`config.mk`:
```
export PLATFORM = sky130hd
export DESIGN_NAME = flag_seq_ctrl_flat
export DESIGN_NICKNAME = d
export VERILOG_FILES = /design/src/rtl/flag_seq_ctrl_if.sv /design/src/rtl/flag_seq_ctrl.sv /design/src/flat_wrapper.sv
export SDC_FILE = /design/constraint.sdc
export NUM_CORES = 1
export LEC_CHECK = 0
export CAP_MARGIN = 0
export CORE_MARGIN = 10
export CORE_UTILIZATION = 52
export CTS_BUF_LIST = sky130_fd_sc_hd__clkbuf_8
export DETAILED_ROUTE_END_ITERATION = 8
export PLACE_DENSITY_LB_ADDON = 0.05
export REMOVE_ABC_BUFFERS = 1
export SYNTH_ARGS = -nofsm -noshare
export SYNTH_HDL_FRONTEND = slang
export SYNTH_SLANG_ARGS = --single-unit
```
`constraint.sdc`:
```
create_clock -name i_clk -period 3.1 [get_ports i_clk]
set_input_delay 0.465 -clock i_clk [delete_from_list [all_inputs] [get_ports i_clk]]
set_output_delay 0.465 -clock i_clk [all_outputs]
set_load 0.02 [all_outputs]
```
`src/rtl/flag_seq_ctrl_if.sv`:
```
// flag_seq_ctrl_if: groups the decoder/ALU/flag-register signals of the flag sequencer.
//   master : decoder/environment side (drives instruction, flags, stall; observes controls)
//   slave  : flag_seq_ctrl side (observes instruction, flags, stall; drives controls)
// Signals:
//   instr_valid, op_kind[2:0], cond[2:0]  decoded instruction
//   flag_c, flag_z, flag_v, flag_s        committed flags
//   stall                                 freezes sequencing
//   ready, sst[1:0], alu_go               acceptance, flag select, ALU start
//   br_valid, br_taken, done              jump resolution and retire pulse
interface flag_seq_ctrl_if;
  logic       instr_valid;
  logic [2:0] op_kind;
  logic [2:0] cond;
  logic       flag_c;
  logic       flag_z;
  logic       flag_v;
  logic       flag_s;
  logic       stall;
  logic       ready;
  logic [1:0] sst;
  logic       alu_go;
  logic       br_valid;
  logic       br_taken;
  logic       done;

  modport master (
    output instr_valid, op_kind, cond, flag_c, flag_z, flag_v, flag_s, stall,
    input  ready, sst, alu_go, br_valid, br_taken, done
  );

  modport slave (
    input  instr_valid, op_kind, cond, flag_c, flag_z, flag_v, flag_s, stall,
    output ready, sst, alu_go, br_valid, br_taken, done
  );
endinterface

```
`src/rtl/flag_seq_ctrl.sv`:
```
// flag_seq_ctrl: per-instruction sequencer driving the flag-register select (sst) and the ALU
// start strobe, and resolving conditional jumps against the committed flags.
// Ports:
//   i_clk    system clock, all state on the rising edge
//   i_reset  synchronous active-high reset
//   io_bus   flag_seq_ctrl_if.slave (instruction in, flags in, stall in; control outputs)
// Parameter:
//   MULCYC   total execute cycles (EXEC + WAIT) of a multi-cycle ALU op, 2..16
module flag_seq_ctrl #(
  parameter int unsigned MULCYC = 4
) (
  input logic             i_clk,
  input logic             i_reset,
  flag_seq_ctrl_if.slave  io_bus
);

  localparam int unsigned CntW = (MULCYC > 2) ? $clog2(MULCYC) : 1;

  localparam logic [2:0] OpAlu   = 3'b001;
  localparam logic [2:0] OpAluMc = 3'b010;
  localparam logic [2:0] OpClc   = 3'b011;
  localparam logic [2:0] OpStc   = 3'b100;
  localparam logic [2:0] OpJcond = 3'b101;
  localparam logic [2:0] OpAluNf = 3'b110;

  localparam logic [1:0] SstLoad = 2'b00;
  localparam logic [1:0] SstClrC = 2'b01;
  localparam logic [1:0] SstSetC = 2'b10;
  localparam logic [1:0] SstHold = 2'b11;

  typedef enum logic [2:0] {
    StIdle,
    StExec,
    StWait,
    StFlag,
    StBranch,
    StRetire
  } state_t;

  state_t            r_state;
  state_t            w_state_nxt;
  logic [2:0]        r_op;
  logic [2:0]        r_cond;
  logic [CntW-1:0]   r_cnt;
  logic [CntW-1:0]   w_cnt_nxt;
  logic              w_accept;
  logic              w_cond_met;

  assign w_accept = io_bus.instr_valid && (r_state == StIdle) && !io_bus.stall;

  always_ff @(posedge i_clk) begin
    if (i_reset) begin
      r_state <= StIdle;
      r_cnt   <= '0;
      r_op    <= 3'b000;
      r_cond  <= 3'b000;
    end else begin
      r_state <= w_state_nxt;
      r_cnt   <= w_cnt_nxt;
      if (w_accept) begin
        r_op   <= io_bus.op_kind;
        r_cond <= io_bus.cond;
      end
    end
  end

  // Jump condition against the committed flags.
  always_comb begin
    w_cond_met = 1'b0;
    case (r_cond)
      3'b000:  w_cond_met = 1'b1;
      3'b001:  w_cond_met = io_bus.flag_c;
      3'b010:  w_cond_met = !io_bus.flag_c;
      3'b011:  w_cond_met = io_bus.flag_z;
      3'b100:  w_cond_met = !io_bus.flag_z;
      3'b101:  w_cond_met = io_bus.flag_s;
      3'b110:  w_cond_met = !io_bus.flag_s;
      default: w_cond_met = io_bus.flag_v;
    endcase
  end

  always_comb begin
    w_state_nxt     = r_state;
    w_cnt_nxt       = r_cnt;
    io_bus.ready    = (r_state == StIdle);
    io_bus.sst      = SstHold;
    io_bus.alu_go   = 1'b0;
    io_bus.done     = 1'b0;
    io_bus.br_valid = 1'b0;
    io_bus.br_taken = 1'b0;

    unique case (r_state)
      StIdle: begin
        if (w_accept) begin
          case (io_bus.op_kind)
            OpAlu, OpAluMc, OpAluNf: w_state_nxt = StExec;
            OpClc, OpStc:            w_state_nxt = StFlag;
            OpJcond:                 w_state_nxt = StBranch;
            default:                 w_state_nxt = StRetire;
          endcase
        end
      end
      StExec: begin
        if (!io_bus.stall) begin
          io_bus.alu_go = 1'b1;
          if (r_op == OpAluMc) begin
            w_state_nxt = StWait;
            // Count MULCYC-1 WAIT cycles down to zero inclusive.
            w_cnt_nxt   = CntW'(MULCYC - 2);
          end else if (r_op == OpAlu) begin
            w_state_nxt = StFlag;
          end else begin
            w_state_nxt = StRetire;
          end
        end
      end
      StWait: begin
        if (!io_bus.stall) begin
          if (r_cnt == '0) begin
            w_state_nxt = StFlag;
          end else begin
            w_cnt_nxt = r_cnt - 1'b1;
          end
        end
      end
      StFlag: begin
        if (!io_bus.stall) begin
          io_bus.done = 1'b1;
          case (r_op)
            OpClc:   io_bus.sst = SstClrC;
            OpStc:   io_bus.sst = SstSetC;
            default: io_bus.sst = SstLoad;
          endcase
          w_state_nxt = StIdle;
        end
      end
      StBranch: begin
        if (!io_bus.stall) begin
          io_bus.br_valid = 1'b1;
          io_bus.br_taken = w_cond_met;
          io_bus.done     = 1'b1;
          w_state_nxt     = StIdle;
        end
      end
      StRetire: begin
        if (!io_bus.stall) begin
          io_bus.done = 1'b1;
          w_state_nxt = StIdle;
        end
      end
      default: begin
        w_state_nxt = StIdle;
      end
    endcase
  end

endmodule

```
`src/flat_wrapper.sv`:
```
// flat-port wrapper written by rule: the top's interface ports become plain ports
module flag_seq_ctrl_flat 
#(
  parameter int unsigned MULCYC = 4
)
  (i_clk, i_reset, io_bus_instr_valid, io_bus_op_kind, io_bus_cond, io_bus_flag_c, io_bus_flag_z, io_bus_flag_v, io_bus_flag_s, io_bus_stall, io_bus_ready, io_bus_sst, io_bus_alu_go, io_bus_br_valid, io_bus_br_taken, io_bus_done);
  flag_seq_ctrl_if io_bus_i ();
  input logic i_clk;
  input logic i_reset;
  input wire logic [$bits(io_bus_i.instr_valid)-1:0] io_bus_instr_valid;
  input wire logic [$bits(io_bus_i.op_kind)-1:0] io_bus_op_kind;
  input wire logic [$bits(io_bus_i.cond)-1:0] io_bus_cond;
  input wire logic [$bits(io_bus_i.flag_c)-1:0] io_bus_flag_c;
  input wire logic [$bits(io_bus_i.flag_z)-1:0] io_bus_flag_z;
  input wire logic [$bits(io_bus_i.flag_v)-1:0] io_bus_flag_v;
  input wire logic [$bits(io_bus_i.flag_s)-1:0] io_bus_flag_s;
  input wire logic [$bits(io_bus_i.stall)-1:0] io_bus_stall;
  output wire logic [$bits(io_bus_i.ready)-1:0] io_bus_ready;
  output wire logic [$bits(io_bus_i.sst)-1:0] io_bus_sst;
  output wire logic [$bits(io_bus_i.alu_go)-1:0] io_bus_alu_go;
  output wire logic [$bits(io_bus_i.br_valid)-1:0] io_bus_br_valid;
  output wire logic [$bits(io_bus_i.br_taken)-1:0] io_bus_br_taken;
  output wire logic [$bits(io_bus_i.done)-1:0] io_bus_done;
  assign io_bus_i.instr_valid = io_bus_instr_valid;
  assign io_bus_i.op_kind = io_bus_op_kind;
  assign io_bus_i.cond = io_bus_cond;
  assign io_bus_i.flag_c = io_bus_flag_c;
  assign io_bus_i.flag_z = io_bus_flag_z;
  assign io_bus_i.flag_v = io_bus_flag_v;
  assign io_bus_i.flag_s = io_bus_flag_s;
  assign io_bus_i.stall = io_bus_stall;
  assign io_bus_ready = io_bus_i.ready;
  assign io_bus_sst = io_bus_i.sst;
  assign io_bus_alu_go = io_bus_i.alu_go;
  assign io_bus_br_valid = io_bus_i.br_valid;
  assign io_bus_br_taken = io_bus_i.br_taken;
  assign io_bus_done = io_bus_i.done;
  flag_seq_ctrl #(.MULCYC(MULCYC)) u_core (.i_clk(i_clk), .i_reset(i_reset), .io_bus(io_bus_i));
endmodule
```
## Word-level counts from Yosys, hierarchy flattened

Index checks and enable logic that the tools add are counted.

- Logic and storage cells: 72
- Register bits after elaboration: 11
- Bits of input ports: 14
- Output and inout bits: 7

- Multiplexer cells: 24
- Add/subtract/negate cells: 1
- Reductions and logical operators: 15
- Eq/ne operators: 28

Operator list:

| cell | number |
|---|---|
| == test 3 bit, second input constant | 9 |
| == test 3 x 2 -> 1 bit, second input constant | 8 |
| two-way mux 3 bit | 7 |
| == test 3 x 1 -> 1 bit, second input constant | 4 |
| two-way mux 2 bit | 6 |
| case mux 3 bit (4 select lines) | 1 |
| AND reduction 5 bit | 2 |
| case mux 3 bit (3 select lines) | 1 |
| != test 2 bit, second input constant | 4 |
| case mux 2 bit (2 select lines) | 2 |
| case mux 1 bit (7 select lines) | 1 |
| logical NOT 3 bit | 2 |
| two-way mux 1 bit | 6 |
| != test 2 x 1 -> 1 bit, second input constant | 3 |
| OR reduction 3 bit | 2 |
| logical NOT 1 bit | 4 |
| logical AND 1 bit | 2 |
| logical NOT 2 bit | 1 |
| nonzero test 2 bit | 1 |
| OR reduction 2 bit | 1 |
| subtractor 2 x 1 -> 2 bit, second input constant | 1 |

## Logic depth before layout (Yosys ltp)

Gate-level depths: netlist (run 1).

- Depth after elaboration: 5
- Depth in mapped cells: 6
- Mapped depth without buffers: 6

## Least setup slack after synthesis (run 1)

Ideal clock, no wire load.

- Path kind: input -> output
- Start: input io_bus_stall
- End: output io_bus_br_taken
- Path buffers: 1
- Cell stages on the path: 4
- Slack: 1.303 ns
- Data required time: 2.635 ns
- Arrival time: 1.332 ns
- Cell sequence: buf_2 > nor2_1 > and3_1 > and3_1

- Word-level cells in the longest chain between the ends: 2

RTL lines:

| element | line | RTL |
|---|---|---|
| start, declared | flat_wrapper.sv:17 | `input wire logic [$bits(io_bus_i.stall)-1:0] io_bus_stall;` |
| two-way mux 1 bit | flag_seq_ctrl.sv:138 | `if (!io_bus.stall) begin` |
| two-way mux 1 bit | flag_seq_ctrl.sv:92 | `unique case (r_state)` |
| end, declared | flat_wrapper.sv:22 | `output wire logic [$bits(io_bus_i.br_taken)-1:0] io_bus_br_taken;` |

Every way passes these cells.

## Final worst setup path (run 1)

Same ends and word-level chain as after synthesis.

==> summary.txt, run 1 <==
Finish
  • Layout cells sized above 1: 11.11%
  • Post-synthesis to final-layout area growth: 32.21%
  • Final Cell Area: 980.9 µm²
  • Final nets: 124
  • ANT cells: 0

Global route
  • All-Layer GR Usage: 11.25%
  • Initial antenna violation count: 0
  • Largest net degree at the start of global routing: 13
  • First-pass GRT wire length: 3042 µm
  • Vias in the first global route: 683
  • Global route overflow: 0

Timing
  • Slew @ Worst Pin: 0.4588 ns
  • Slew Limit Fails: 0
  • Setup Skew: 0.001127 ns
  • Fmax: 0.3809 GHz
  • Fin. Hold Viols: 0
  • Final hold slack: 0.4634 ns
  • Tcrit/Tclk final: 84.69%
  • Slew headroom: 69.31%
  • Minimum clock period: 2.625 ns
  • Final setup viols: 0
  • RSZ-0062 raised after global routing: false
  • Setup WS post-layout: 0.4747 ns
  • Setup tns final: 0 ns

Routing
  • ANT nets after route: 0
  • DRC: 0
  • Vias: 706
  • Drt first pass iters: 4
  • Detailed Route Iter0 Violations: 9
  • DR WL/cell: 14.54 µm
  • Via/cell ratio: 5.740
  • Final wirelength: 1788 µm

Die
  • Die Y: 57.78 µm
  • Num rows: 13
  • Core Box Area: 1318 µm²
  • Ports: 21
  • Initial Utilization: 56.32%
  • DIE AREA: 3338 µm²
  • Chip width: 57.78 µm

Logic synthesis
  • Yosys warning total: 0
  • Flops & latches, synth: 11
  • Post-synth top flop: dfxtp_1
  • Share of flip-flops with an asynchronous set or reset: 0%
  • Top post-synthesis cells by count: nor2_1 (14), dfxtp_1 (11), mux2i_1 (7)
  • Top cell type's share of synthesized area: 29.68%
  • Register area share after synthesis: 29.68%
  • Synth area leaders: dfxtp_1 (30%), mux2i_1 (9.4%), nor2_1 (7.1%), nor3_1 (3.4%), mux2_2 (3.0%)
  • Post-synth EDFFs: 0
  • Unique cell type count in the Yosys netlist: 36
  • Synthesized area: 742.0 µm²
  • Avg Cell Area, Syn: 8.431 µm²
  • Leading area contributor after synthesis: dfxtp_1
  • Mapped Cells: 88
  • Most frequent cell after synthesis: nor2_1

Setup path
  • Crit Path Class: input port to output port
  • CP startpoint kind: input port
  • Arrival @ worst endpoint: 2.16 ns
  • Worst setup EP type: output port
  • Maximum fanout along the worst path: 9
  • Worst Path Required: 2.63 ns

Power
  • Maximum vdd drop: 0.0002654 V
  • Power density over cell area: 488.3 nW/µm²
  • LEAKAGE: 0.3756 nW

Placement
  • Dpl cell area: 935.9 µm²
  • Port bufs: 20
  • Dpl ws: 0.4868 ns
  • Placer Congestion: 0.8019
  • DP Wirelength: 1379 µm

Hold path
  • Min-delay worst type: flip-flop to flip-flop

Job
  • Max cap viols: 0

CTS
  • Post-CTS Setup Bufs: 0
  • Post-cts gate resize count: 0
  • Hold buffers post-CTS: 0
  • Clk Tree Root Cell: clkbuf_8
  • Clk slew on worst S/H paths: 0.05 ns
  • Clock sinks: 11
  • TritonCTS Buffers: 3
  • Skew-Pair Late Insertion Delay: 0.23 ns
  • CTS H-Tree Depth: 1
  • CTS tree: done
  • Clk buf depth: 2

Outcome
  • Outcome: complete, no violations
cell usage in the layout, fill, tap and decap left out:
| master | instances |
|---|---|
| and3_1 | 2 |
| a31oi_1 | 2 |
| nor3_1 | 5 |
| inv_2 | 1 |
| a311oi_2 | 1 |
| a211oi_1 | 2 |
| nor3b_1 | 2 |
| a21oi_2 | 1 |
| or3_4 | 1 |
| dfxtp_1 | 11 |
| mux2_2 | 2 |
| nand3b_1 | 2 |
| a211oi_2 | 1 |
| o211ai_1 | 1 |
| nand3_2 | 1 |
| nor4_1 | 2 |
| ha_1 | 1 |
| clkdlybuf4s50_1 | 20 |
| nand2_1 | 3 |
| nor2_1 | 14 |
| clkbuf_8 | 3 |
| a21o_1 | 1 |
| o2111a_1 | 1 |
| mux2i_1 | 7 |
| a221oi_1 | 1 |
| xnor2_1 | 1 |
| o31ai_1 | 1 |
| a21oi_1 | 3 |
| nand2b_2 | 1 |
| o21a_1 | 1 |
| a311o_1 | 2 |
| o32a_1 | 1 |
| or3b_1 | 1 |
| inv_1 | 6 |
| nand2b_1 | 3 |
cell type report:
| cell class | instances | area, µm² |
|---|---|---|
| clock buffer | 3 | 41.29 |
| clock inverter | 1 | 3.754 |
| fill | 109 | 336.6 |
| inverter | 6 | 22.52 |
| multi-input combinational | 67 | 474.2 |
| sequential | 11 | 220.2 |
| tap | 15 | 18.77 |
| timing repair buffer | 20 | 200.2 |
power breakdown:
group	switching [W]	internal (W)	total, W
registers	0.0000231	0.000155	0.000178
logic	0.0000800	0.0000822	0.000162
clock network	0.0000524	0.0000868	0.000139
total	0.000155	0.000324	0.000479
critical path: stages:
cell,delay (ns)
clkdlybuf4s50_1,0.55
nor2_1,0.21
and3_1,0.19
and3_1,0.14
clkdlybuf4s50_1,0.61
state kept, by name (all words and copies together) (netlist names):
| signal | cells |
|---|---|
| u_core.r_cond | 3 |
| u_core.r_op | 3 |
| u_core.r_state | 3 |
| u_core.r_cnt | 2 |
worst paths after layout:
path                                          to  slack [ns]                           start  cells after the start
hold / removal      u_core.r_cnt[1]$_SDFFE_PP0P_        0.46    u_core.r_cnt[1]$_SDFFE_PP0P_                      1
hold reg to reg     u_core.r_cnt[1]$_SDFFE_PP0P_        0.46    u_core.r_cnt[1]$_SDFFE_PP0P_                      1
setup / recovery                 io_bus_br_taken        0.47                    io_bus_stall                      5
setup reg to reg  u_core.r_state[0]$_SDFFE_PP0P_        1.71  u_core.r_state[1]$_SDFFE_PP0P_                      4
metal layers:
metal / GRT usage [%] / part of all wire, % / wire length, µm
met5: 0 / 0 / 0
met4: 5.034 / 0.62 / 11
met3: 3.922 / 6.8 / 121
met2: 19.33 / 49 / 876
met1: 12.07 / 44 / 779
cells by family (layout without fill, tap and decap cells):
kind of cell / count (synthesis) / in the layout / share of synthesized area, %
xor+xnor: 1 / 1 / 1.181
mux: 9 / 9 / 12.48
flops: 11 / 11 / 29.68
compound gates: 19 / 19 / 21.42
buf+inv: 10 / 30 / 6.407
simple gates: 37 / 37 / 27.15
fa+ha+maj: 1 / 1 / 1.686
stage by stage:
stage	power, W	utilization [%]	cells
after floorplan	0.0002794	-	84
after global placement	0.0003379	71.04	119
after detailed placement	0.0003412	71.04	119
after CTS	0.0004828	74.45	123
after global routing	0.0005078	74.45	123
final	0.0004790	74.45	123
Note: power is estimated with default switching activity, not from simulation.
==> run 2, diff against run 1 <==
CORE_UTILIZATION = 44   (was 52)
clock period = 2.17 ns   (was 3.1 ns; I/O delays follow)
==> run 2 against run 1 <==
  * Final cell count up 3.3%
  * Routed wire length decreased by 1.9%
  * Global-route usage decreased by 1.7 points
  * Hold slack better by 0.0026 ns
  * Non-clock buffer count rose by 3
  * Combinational power increased by 44%
  * Die area rose by 12%
  * Register-to-register slack got worse by 0.92 ns
==> summary.txt, run 2 (same netlist as run 1, synthesis figures left out) <==
CTS
  • Clock sinks: 11 (unchanged)
  • TritonCTS Buffers: 3 (unchanged)
  • Skew-Pair Late Insertion Delay: 0.24 ns (about the same)
  • CTS H-Tree Depth: 1 (unchanged)
  • Hold buffers post-CTS: 0 (unchanged)
  • Clk buf depth: 2 (unchanged)
  • CTS tree: done
  • Clk Tree Root Cell: clkbuf_8
  • Clk slew on worst S/H paths: 0.05 ns (about the same)

Routing
  • Detailed Route Iter0 Violations: 7 (-2)
  • Via/cell ratio: 5.551 (-3.3%)
  • DR WL/cell: 13.81 µm (-5.0%)
  • DRC: 0 (unchanged)
  • ANT nets after route: 0 (unchanged)
  • Drt first pass iters: 4 (unchanged)
  • Final wirelength: 1754 µm (-1.9%)
  • Vias: 705 (-0.14%)

Setup path
  • Delay-heaviest family, CP: buffers and inverters
  • Critical path, cell by cell: clkdlybuf4s50_1 -> buf_4 -> nor3_1 -> clkdlybuf4s50_1
  • Bufs and invs on worst path: 3 (+1)
  • Arrival @ worst endpoint: 1.77 ns (-0.39 ns)
  • Worst setup EP type: output port
  • Max incr delay on CP: 0.63 ns (+0.02 ns)
  • Slowest cell on the critical path: clkdlybuf4s50_1
  • Crit Path Class: input port to output port
  • Maximum fanout along the worst path: 5 (-4)
  • Worst Path Required: 1.84 ns (-0.79 ns)
  • Cell mode on critical path: clkdlybuf4s50_1
  • CP startpoint kind: input port

Finish
  • Layout cells sized above 1: 14.41% (+3.3 points)
  • Regs by FF count: u_core.r_cond (3), u_core.r_op (3), u_core.r_state (3)
  • Final Cell Area: 1012 µm² (+3.2%)
  • ANT cells: 0 (unchanged)
  • Final nets: 127 (+2.4%)
  • Post-synthesis to final-layout area growth: 36.42%
  • Final Non-Filler Cells: 127 (+3.3%)
  • Commonest non-fill, non-tap cells in the layout: clkdlybuf4s50_1 (16), nor2_1 (14), dfxtp_1 (10)
  • Commonest non-fill, non-tap cell in the layout: clkdlybuf4s50_1

Outcome
  • Outcome: complete, no violations

Timing
  • Fmax: 0.4782 GHz
  • Final setup viols: 0 (unchanged)
  • Slew Limit Fails: 0 (unchanged)
  • RSZ-0062 raised after global routing: false
  • Setup WS post-layout: 0.07883 ns (-0.3958 ns)
  • Setup Skew: 0.005680 ns (+0.004553 ns)
  • Final hold slack: 0.4660 ns (+0.002639 ns)
  • Fin. Hold Viols: 0 (unchanged)
  • Tcrit/Tclk final: 96.37%
  • Slew @ Worst Pin: 0.4342 ns (-0.02460 ns)
  • Minimum clock period: 2.091 ns
  • Slew headroom: 70.96% (+1.6 points)

Power
  • Power density over cell area: 684.7 nW/µm² (+40%)
  • Maximum vdd drop: 0.0003119 V (+18%)
  • LEAKAGE: 0.4122 nW (+9.8%)

Placement
  • Dpl cell area: 959.7 µm² (+2.5%)
  • Placer Congestion: 0.7695 (-4.0%)
  • Dpl ws: -0.08730 ns (-0.5741 ns)
  • Dpl cells: 123 (+3.4%)
  • Port bufs: 20 (unchanged)
  • DP Wirelength: 1391 µm (+0.89%)

Die
  • Chip width: 61.07 µm (+5.7%)
  • DIE AREA: 3729 µm² (+12%)
  • Core Box Area: 1559 µm² (+18%)
  • Initial Utilization: 47.59% (-8.7 points)
  • Ports: 21 (unchanged)
  • Die Y: 61.07 µm (+5.7%)
  • Num rows: 14 (+1)

Hold path
  • Min-delay worst type: flip-flop to flip-flop

Global route
  • Vias in the first global route: 637 (-6.7%)
  • First-pass GRT wire length: 2773 µm (-8.8%)
  • Global route overflow: 0 (unchanged)
  • Largest net degree at the start of global routing: 13 (unchanged)
  • All-Layer GR Usage: 9.536% (-1.7 points)
  • Initial antenna violation count: 0 (unchanged)

Job
  • Max cap viols: 0 (unchanged)
-- run 2: cell types whose count changed in the layout (fill, tap and decap cells not counted) --
| cell | change |
|---|---|
| dfxtp_1 | -1 |
| buf_4 | +3 |
| dlygate4sd2_1 | +1 |
| dfxtp_2 | +1 |
| clkdlybuf4s50_1 | -4 |
| dlymetal6s2s_1 | +3 |
-- run 2: layer usage --
metal | vias up | part of all wire (%) | track usage [%]
met1 | 317 | 46 | 11.74
met3 | 2 | 11 | 4.733
met2 | 19 | 42 | 14.20
met4 | 0 | 0.80 | 2.932
li1 | 367 | - | -
met5 | - | 0 | 0
-- run 2: repair_timing --
action	in CTS	in global routing
setup endpoints to repair	1	3
gates resized for setup	1	4
buffers inserted	0	0
-- run 2: worst paths after layout --
| path | end | start | cells past startpoint | slack, ns |
|---|---|---|---|---|
| min | u_core.r_cnt[1]$_SDFFE_PP0P_ | u_core.r_cnt[1]$_SDFFE_PP0P_ | 1 | 0.47 |
| max reg2reg | u_core.r_state[1]$_SDFFE_PP0P_ | u_core.r_state[2]$_SDFFE_PP0P_ | 4 | 0.79 |
| max | io_bus_alu_go | io_bus_stall | 4 | 0.08 |
| min reg2reg | u_core.r_cnt[1]$_SDFFE_PP0P_ | u_core.r_cnt[1]$_SDFFE_PP0P_ | 1 | 0.47 |
-- run 2: area by class of cell --
class                   instances  area (µm²)
fillers                       137       546.8
multi-input cells              67       474.2
repair buffers                 23       229.0
flip-flops and latches         11       221.5
clock buffers                   3       41.29
inverters                       6       22.52
well taps                      16       20.02
clock inverters                 1       3.754
-- run 2: where the power goes --
part | internal [W] | switching [W] | total (W)
registers | 0.000221 | 0.0000337 | 0.000255
clock network | 0.000124 | 0.0000796 | 0.000204
logic | 0.000121 | 0.000113 | 0.000234
-- run 2: per-stage QoR --
step	TNS [ns]	utilization, %	total power, W
final	0	64.93	0.0006931
after global placement	-0.05784	61.56	0.0004905
after floorplan	0	-	0.0003991
after CTS	0	64.37	0.0007020
after detailed placement	-0.08730	61.56	0.0004926
after global routing	0	64.93	0.0007313
